**config.mk**
```make
export PLATFORM = sky130hd
export DESIGN_NAME = ram_arbiter
export DESIGN_NICKNAME = d
export VERILOG_FILES = /design/src/rtl/ram_arbiter.sv
export SDC_FILE = /design/constraint.sdc
export NUM_CORES = 1
export LEC_CHECK = 0
export CORE_AREA = 8 8 69 83
export CTS_BUF_LIST = sky130_fd_sc_hd__clkbuf_4
export CTS_CLUSTER_SIZE = 12
export DETAILED_ROUTE_END_ITERATION = 7
export DIE_AREA = 0 0 77 91
export PLACE_DENSITY = 0.76
export SETUP_SLACK_MARGIN = 0.05
export SLEW_MARGIN = 40
export SYNTH_ARGS = -nofsm -noshare
export SYNTH_HDL_FRONTEND = slang
export SYNTH_SLANG_ARGS = --single-unit
```
**constraint.sdc**
```tcl
create_clock -name clk -period 1.7 [get_ports clk]
set_input_delay 0.17 -clock clk [delete_from_list [all_inputs] [get_ports clk]]
set_output_delay 0.17 -clock clk [all_outputs]
set_load 0.1 [all_outputs]
```
**src/rtl/ram_arbiter.sv**
```systemverilog
// Arbitrates a write requester and a read requester onto one single-port RAM.
// Writes win conflicts until a read has waited MAXWAIT cycles; RAM signals are registered.
module ram_arbiter #(
    parameter int DATASIZE = 12,
    parameter int ADDRSIZE = 7,
    parameter int MAXWAIT  = 4
) (
    input  logic                clk,
    input  logic                rst_n,
    input  logic                wr_req,
    input  logic [ADDRSIZE-1:0] wr_addr,
    input  logic [DATASIZE-1:0] wr_data,
    output logic                wr_gnt,
    input  logic                rd_req,
    input  logic [ADDRSIZE-1:0] rd_addr,
    output logic                rd_gnt,
    output logic [DATASIZE-1:0] rd_data,
    output logic                rd_valid,
    output logic                ram_enw,
    output logic [ADDRSIZE-1:0] ram_addr,
    output logic [DATASIZE-1:0] ram_datai,
    input  logic [DATASIZE-1:0] ram_datao
);

    localparam int WW = (MAXWAIT < 1) ? 1 : $clog2(MAXWAIT + 1);

    typedef enum logic [1:0] {IDLE, WR, RD} state_t;

    state_t        state, state_nxt;
    logic [WW-1:0] wait_cnt, wait_nxt;
    logic          wait_full;

    assign wait_full = (wait_cnt == WW'(MAXWAIT));

    always_comb begin
        wr_gnt    = 1'b0;
        rd_gnt    = 1'b0;
        state_nxt = IDLE;
        wait_nxt  = '0;
        // Grants are gated by reset so they read low while rst_n is asserted.
        if (rst_n) begin
            if (wr_req && !(rd_req && wait_full))
                wr_gnt = 1'b1;
            else if (rd_req)
                rd_gnt = 1'b1;
        end
        if (wr_gnt)
            state_nxt = WR;
        else if (rd_gnt)
            state_nxt = RD;
        if (rd_req && !rd_gnt)
            wait_nxt = wait_full ? wait_cnt : wait_cnt + WW'(1);
    end

    always_ff @(posedge clk or negedge rst_n) begin
        if (!rst_n) begin
            state     <= IDLE;
            wait_cnt  <= '0;
            ram_enw   <= 1'b0;
            ram_addr  <= '0;
            ram_datai <= '0;
            rd_data   <= '0;
            rd_valid  <= 1'b0;
        end else begin
            state    <= state_nxt;
            wait_cnt <= wait_nxt;
            ram_enw  <= wr_gnt;
            if (wr_gnt) begin
                ram_addr  <= wr_addr;
                ram_datai <= wr_data;
            end else if (rd_gnt) begin
                ram_addr <= rd_addr;
            end
            // RD means ram_addr holds the read address this cycle.
            rd_valid <= (state == RD);
            if (state == RD)
                rd_data <= ram_datao;
        end
    end

endmodule

```
==> results of run 1 <==
[registers in the layout, indices dropped and copies added, names as in the netlist]
name       cells
ram_datai     12
rd_data       12
ram_addr       7
wait_cnt       3
state          2
rd_valid       1
[worst max-delay path: cells and delay by family, from the launching register on]
family | cells | cell delay (ns)
buffers and inverters | 3 | 0.36
flip-flops | 1 | 0.40
AND/OR/NAND/NOR | 2 | 0.24
adder cells (fa/ha/maj) | 1 | 0.15
[worst max path at each step]
| stage | slack, ns | to | depth (start not counted) | startpoint |
|---|---|---|---|---|
| after floorplan | 0.07 | ram_datai[0]$_DFFE_PN0P_ | 7 | wait_cnt[0]$_DFFE_PN0P_ |
| after global placement | 0.14 | ram_datai[9]$_DFFE_PN0P_ | 5 | rd_req |
| after detailed placement | 0.10 | ram_datai[11]$_DFFE_PN0P_ | 5 | rd_req |
| after CTS | 0.02 | wr_gnt | 6 | wait_cnt[1]$_DFFE_PN0P_ |
| after global routing | -0.05 | wr_gnt | 6 | wait_cnt[1]$_DFFE_PN0P_ |
| final | 0.04 | wr_gnt | 6 | wait_cnt[0]$_DFFE_PN0P_ |
[kinds of logic after synthesis]
| family | after synthesis |
|---|---|
| adder cells (fa/ha/maj) | 2 |
| buffers and inverters | 7 |
| multiplexers | 24 |
| AO/OA/AOI/OAI | 29 |
| AND/OR/NAND/NOR | 22 |
| flip-flops | 37 |
[routing by layer]
| layer | GRT usage [%] | vias up | part of all wire, % |
|---|---|---|---|
| met3 | 4.24 | 4 | 6.6 |
| met4 | 5.68 | 0 | 1.6 |
| met1 | 14.9 | 606 | 46 |
| li1 | - | 625 | - |
| met2 | 18.2 | 60 | 45 |
| met5 | 0 | - | 0 |
[timing repair]
action,CTS,global route
pin swaps,2,1
resized for setup,1,0
hold buffers,2,0
cloned,0,0
hold endpoints to repair,37,0
setup buffers,6,0
setup endpoints to repair,2,11
[report_power, final]
part           total (uW)  switching, uW  internal [uW]
Combinational        1650           1200            451
Sequential           1090           78.3           1010
Clock                 595            273            322
Total                3340           1550           1790
[Yosys cell counts]
master and count:
nand2_4 1, or3_1 2, nor2_4 1, nor2_1 7
clkbuf_1 1, nand2_1 4, dfrtp_1 37, nor2b_1 1
o21ai_0 7, o21a_1 1, nand2b_1 2, a41oi_1 7
a311oi_1 1, mux2_2 15, nand3_1 3, buf_6 1
inv_1 2, buf_12 1, a21boi_0 2, buf_2 2
o21ai_1 1, a21oi_1 10, ha_1 2, mux2_4 9
and3_1 1
[area by class of cell]
cell class                      count  share of cell area, %
Timing Repair Buffer               90                   33.4
Tap cell                           58                   2.77
Clock buffer                        6                   1.72
Clock inverter                      2                   1.29
Sequential cell                    37                   35.4
Inverter                            2                  0.286
Multi-Input combinational cell     77                   25.2
[through the flow]
step | setup slack (ns) | hold WS, ns
floorplan | 0.0699 | -0.126
global route | -0.0518 | 0.378
global placement | 0.144 | 0.213
CTS | 0.0226 | 0.372
detailed placement | 0.101 | 0.223
finish | 0.0434 | 0.385
==> run summary, run 1 <==
Clock buffer depth - 2
Most used cell, CP - buf_12
Clock Tree Root - clkbuf_4
Initial antenna violation count - 0
Remaining Overflow, GRT - 0
Total CTS buffers - 5
Worst EP required - 1.53 ns
Xor and xnor area share after synthesis - 0%
Routed wire per std cell - 14.8 um
DRC - 0
Ordered cell list for the critical path - inv_2 -> ha_4 -> and3_4 -> nor2_4 -> buf_12 -> buf_12
Outcome - finished, final reports clean
H-Tree Depth - 2
Core area - 4460 um^2
I/O pin count - 77
Global-route wire length before repair - 6800 um
DIE HEIGHT - 91 um
Ranking of synthesized cells by area - dfrtp_1, mux2_2, mux2_4, a41oi_1, a21oi_1
Worst path arrival time - 1.49 ns
R2R cell count - 7
IR drop worst, VDD - 0.000643 V
Setup TNS - 0 ns
Area of the multi-input gates - 659 um^2
Total power draw - 3340 uW
Share of cells above drive strength 1 - 41.6%
# setup viols final - 0
F_max - 604 MHz
DR pass1 iterations - 4
R2R setup slack - 0.07 ns
Design Area, Final - 2620 um^2
Placed insts - 256
Clock sinks - 37
Final wirelength - 4040 um
Synth Cell Area - 1610 um^2
Num rows - 27
Post-synthesis mux area share - 18.9%
Largest family of logic cells by synthesized area - multiplexers
Simple-gate share of the synthesized area - 7.24%
Synth Net Count - 165
Compound-Gate Fraction of Synth Area - 11.4%
Worst reg2reg endpoint - ram_datai[11]$_DFFE_PN0P_
Hold Path Sink - ram_addr[5]$_DFFE_PN0P_
Hold path depth - 3
Fin. Hold Viols - 0
Critical Path Source Type - flop
CTS tree - built
Detailed-route via count - 1,295
Max-cap violation count - 0
Post-synth top area cell - dfrtp_1
DR vias/cell - 4.76
Mapped Cells - 121
Most frequent cells in the layout - clkdlybuf4s50_1, buf_4, dfrtp_1, mux2_2
Endpoint class of the critical path - primary output
Vias in the first global route - 1,391
Slowest CP cell - dfrtp_1
Worst hold start - rd_addr[5]
Reg-to-reg critical path startpoint - wait_cnt[1]$_DFFE_PN0P_
Clock-pin transition on the worst setup and hold timing paths - 0.11 ns
PD cells - 1270 nW/um^2
Top cell type's share of synthesized area - 57.6%
Area grow syn2layout - 63.2%
Sequential cell area fraction in the yosys report - 57.6%
Clock Skews - 0.00666 ns
Routability cong. - 0.745
Crit path largest cell delay - 0.40 ns
Synth unique cells - 25
Util after Layout - 58.8%
Reg area - 927 um^2
DRT antenna net count - 0
Slew Viols, Final - 0
Post-detail-place hpwl - 3030 um
#FFs+latches synth - 37
Nets - 257
Finished Layout Cells - 272
HP Class - input port to flop
Minimum clock period - 1.66 ns
Worst Tran Pin Value - 0.435 ns
RSZ-0062 raised after global routing - true
Iter 0 DRT Violations - 38
Die width - 77 um
P_leak - 0.00115 uW
Post-synthesis adder-cell area fraction - 1.56%
Number of port buffers - 76
Placed cell areas - 2460 um^2
Diodes inserted - 0
FILL cells - 399
Total Routing Usage GR - 12.0%
Worst slew margin - 70.8%
Syn_area_per_cell - 13.3 um^2
Largest net degree at the start of global routing - 38
Clk Latency, worst-skew pair - 0.33 ns
Initial Util - 36.0%
Yosys warning total - 0
Kind of critical path - flop to primary output
Period utilisation layout - 97.4%
Critical Path Fanout Max - 3
Die area - 7010 um^2
No activity file was read; power rests on OpenSTA's default activity.
==> inputs of run 2 (changes only) <==
==> constraint.sdc (replaced) <==
create_clock -name clk -period 1.3 [get_ports clk]
set_input_delay 0.13 -clock clk [delete_from_list [all_inputs] [get_ports clk]]
set_output_delay 0.13 -clock clk [all_outputs]
set_load 0.1 [all_outputs]
==> run summary, run 2 (synthesis gave the netlist of run 1 again) <==
Slew Viols, Final - 0 (unchanged)
Area grow syn2layout - 95.8%
Worst slew margin - 79.5% (+8.7 points)
Max-cap violation count - 0 (unchanged)
# setup viols final - 23 (+23)
Worst reg2reg endpoint - ram_datai[4]$_DFFE_PN0P_
DIE HEIGHT - 91 um (unchanged)
Finished Layout Cells - 284 (+4.4%)
Biggest regs - ram_datai (12), rd_data (12), ram_addr (7)
Placed insts - 272 (+6.3%)
HP Class - input port to asynchronous set/reset pin
DR pass1 iterations - 4 (unchanged)
Worst Tran Pin Value - 0.307 ns (-0.129 ns)
CTS tree - built
DR vias/cell - 4.89 (+2.8%)
Outcome - finished with violations
Number of port buffers - 76 (unchanged)
Reg area - 933 um^2 (+0.67%)
Post-detail-place hpwl - 3880 um (+28%)
RSZ-0062 raised after global routing - true
Endpoint class of the critical path - primary output
F_max - 590 MHz
Initial antenna violation count - 0 (unchanged)
Worst path arrival time - 1.56 ns (+0.07 ns)
Num rows - 27 (unchanged)
Area of the multi-input gates - 719 um^2 (+9.1%)
Core area - 4460 um^2 (unchanged)
H-Tree Depth - 2 (unchanged)
Remaining Overflow, GRT - 0 (unchanged)
Clock Tree Root - clkbuf_4
Global-route wire length before repair - 7910 um (+16%)
Clock-pin transition on the worst setup and hold timing paths - 0.11 ns (about the same)
Diodes inserted - 0 (unchanged)
Die area - 7010 um^2 (unchanged)
FILL cells - 322 (-19%)
Failing checks - negative setup slack
R2R setup slack - -0.37 ns (-0.44 ns)
Fin. Hold Viols - 0 (unchanged)
I/O pin count - 77 (unchanged)
Nets - 269 (+4.7%)
Share of cells above drive strength 1 - 46.9% (+5.3 points)
Kind of critical path - flop to primary output
Total power draw - 4960 uW (+49%)
Final wirelength - 4920 um (+22%)
Total Routing Usage GR - 14.3% (+2.3 points)
PD cells - 1580 nW/um^2 (+24%)
Clk Latency, worst-skew pair - 0.33 ns (about the same)
DRT antenna net count - 0 (unchanged)
Largest net degree at the start of global routing - 16 (-58%)
Total CTS buffers - 5 (unchanged)
Iter 0 DRT Violations - 25 (-34%)
Routability cong. - 0.850 (+14%)
Design Area, Final - 3150 um^2 (+20%)
Critical Path Source Type - flop
Placed cell areas - 3010 um^2 (+22%)
Post-layout worst setup margin - -0.395 ns (-0.438 ns)
DRC - 0 (unchanged)
Reg-to-reg critical path startpoint - wait_cnt[1]$_DFFE_PN0P_
Minimum clock period - 1.69 ns
Routed wire per std cell - 17.3 um (+17%)
P_leak - 0.00138 uW (+20%)
Clock buffer depth - 2 (unchanged)
Most frequent cells in the layout - clkdlybuf4s50_1, buf_12, dfrtp_1, mux2_4, buf_4
Commonest non-fill, non-tap cell in the layout - clkdlybuf4s50_1
Clock Skews - 0.00617 ns (-0.000485 ns)
Detailed-route via count - 1,390 (+7.3%)
Worst EP required - 1.17 ns (-0.36 ns)
IR drop worst, VDD - 0.000906 V (+41%)
Critical Path Fanout Max - 2 (-1)
Initial Util - 36.0% (unchanged)
Clock sinks - 37 (unchanged)
R2R cell count - 7 (unchanged)
Period utilisation layout - 130%
Die width - 77 um (unchanged)
Vias in the first global route - 1,541 (+11%)
run 2: worst max path at each step:
stage / start / endpoint / depth (start not counted) / slack, ns
global route: wait_cnt[0]$_DFFE_PN0P_ / wr_gnt / 7 / -0.46
CTS: wait_cnt[0]$_DFFE_PN0P_ / wr_gnt / 7 / -0.42
floorplan: wait_cnt[0]$_DFFE_PN0P_ / ram_datai[0]$_DFFE_PN0P_ / 7 / -0.33
global placement: rd_req / ram_datai[6]$_DFFE_PN0P_ / 5 / -0.19
detailed placement: rd_req / ram_datai[5]$_DFFE_PN0P_ / 5 / -0.21
finish: wait_cnt[1]$_DFFE_PN0P_ / wr_gnt / 7 / -0.39
run 2: layout make-up:
type | instances | area share [%]
clock buffers | 5 | 1.19
clock inverters | 3 | 1.31
inverters | 2 | 0.239
multi-input cells | 77 | 22.9
flip-flops and latches | 37 | 29.7
well taps | 58 | 2.31
repair buffers | 102 | 42.4
run 2: critical path, cell delays in order, from the launching register on:
cell	delay (ns)
dfrtp_1	0.41
inv_2	0.08
ha_4	0.14
and3_4	0.19
nor2_4	0.04
buf_12	0.11
buf_6	0.11
buf_12	0.15
run 2: repair_timing:
| action | in CTS | in global routing |
|---|---|---|
| hold buffers | 1 | 0 |
| pin swaps | 3 | 2 |
| endpoints found under the setup margin | 28 | 38 |
| endpoints found under the hold margin | 37 | 0 |
| setup buffers | 3 | 0 |
| gates resized for setup | 5 | 4 |
run 2: metal layers:
metal,vias to the layer above,GRT usage (%),share of wire (%)
met5,-,0,0
met4,0,5.99,2.1
met3,9,5.33,7.2
met2,64,25.7,55
met1,671,14.5,36
li1,646,-,-
run 2: through the flow:
stage	utilization (%)	setup TNS [ns]	hold slack (ns)	setup slack, ns
floorplan	-	-4.69	-0.166	-0.330
detailed placement	67.4	-4.13	0.176	-0.211
CTS	70.1	-6.17	0.220	-0.422
finish	70.5	-6.09	0.0677	-0.395
global route	70.5	-7.97	0.0724	-0.461
global placement	67.4	-3.76	0.174	-0.193
run 2: where the power goes:
group / total (uW) / leakage [uW] / internal (uW) / switching, uW
combinational: 2650 / 0.000907 / 1060 / 1590
sequential: 1530 / 0.000437 / 1330 / 199
clock: 780 / 0.0000389 / 398 / 382
total: 4960 / 0.00138 / 2790 / 2170
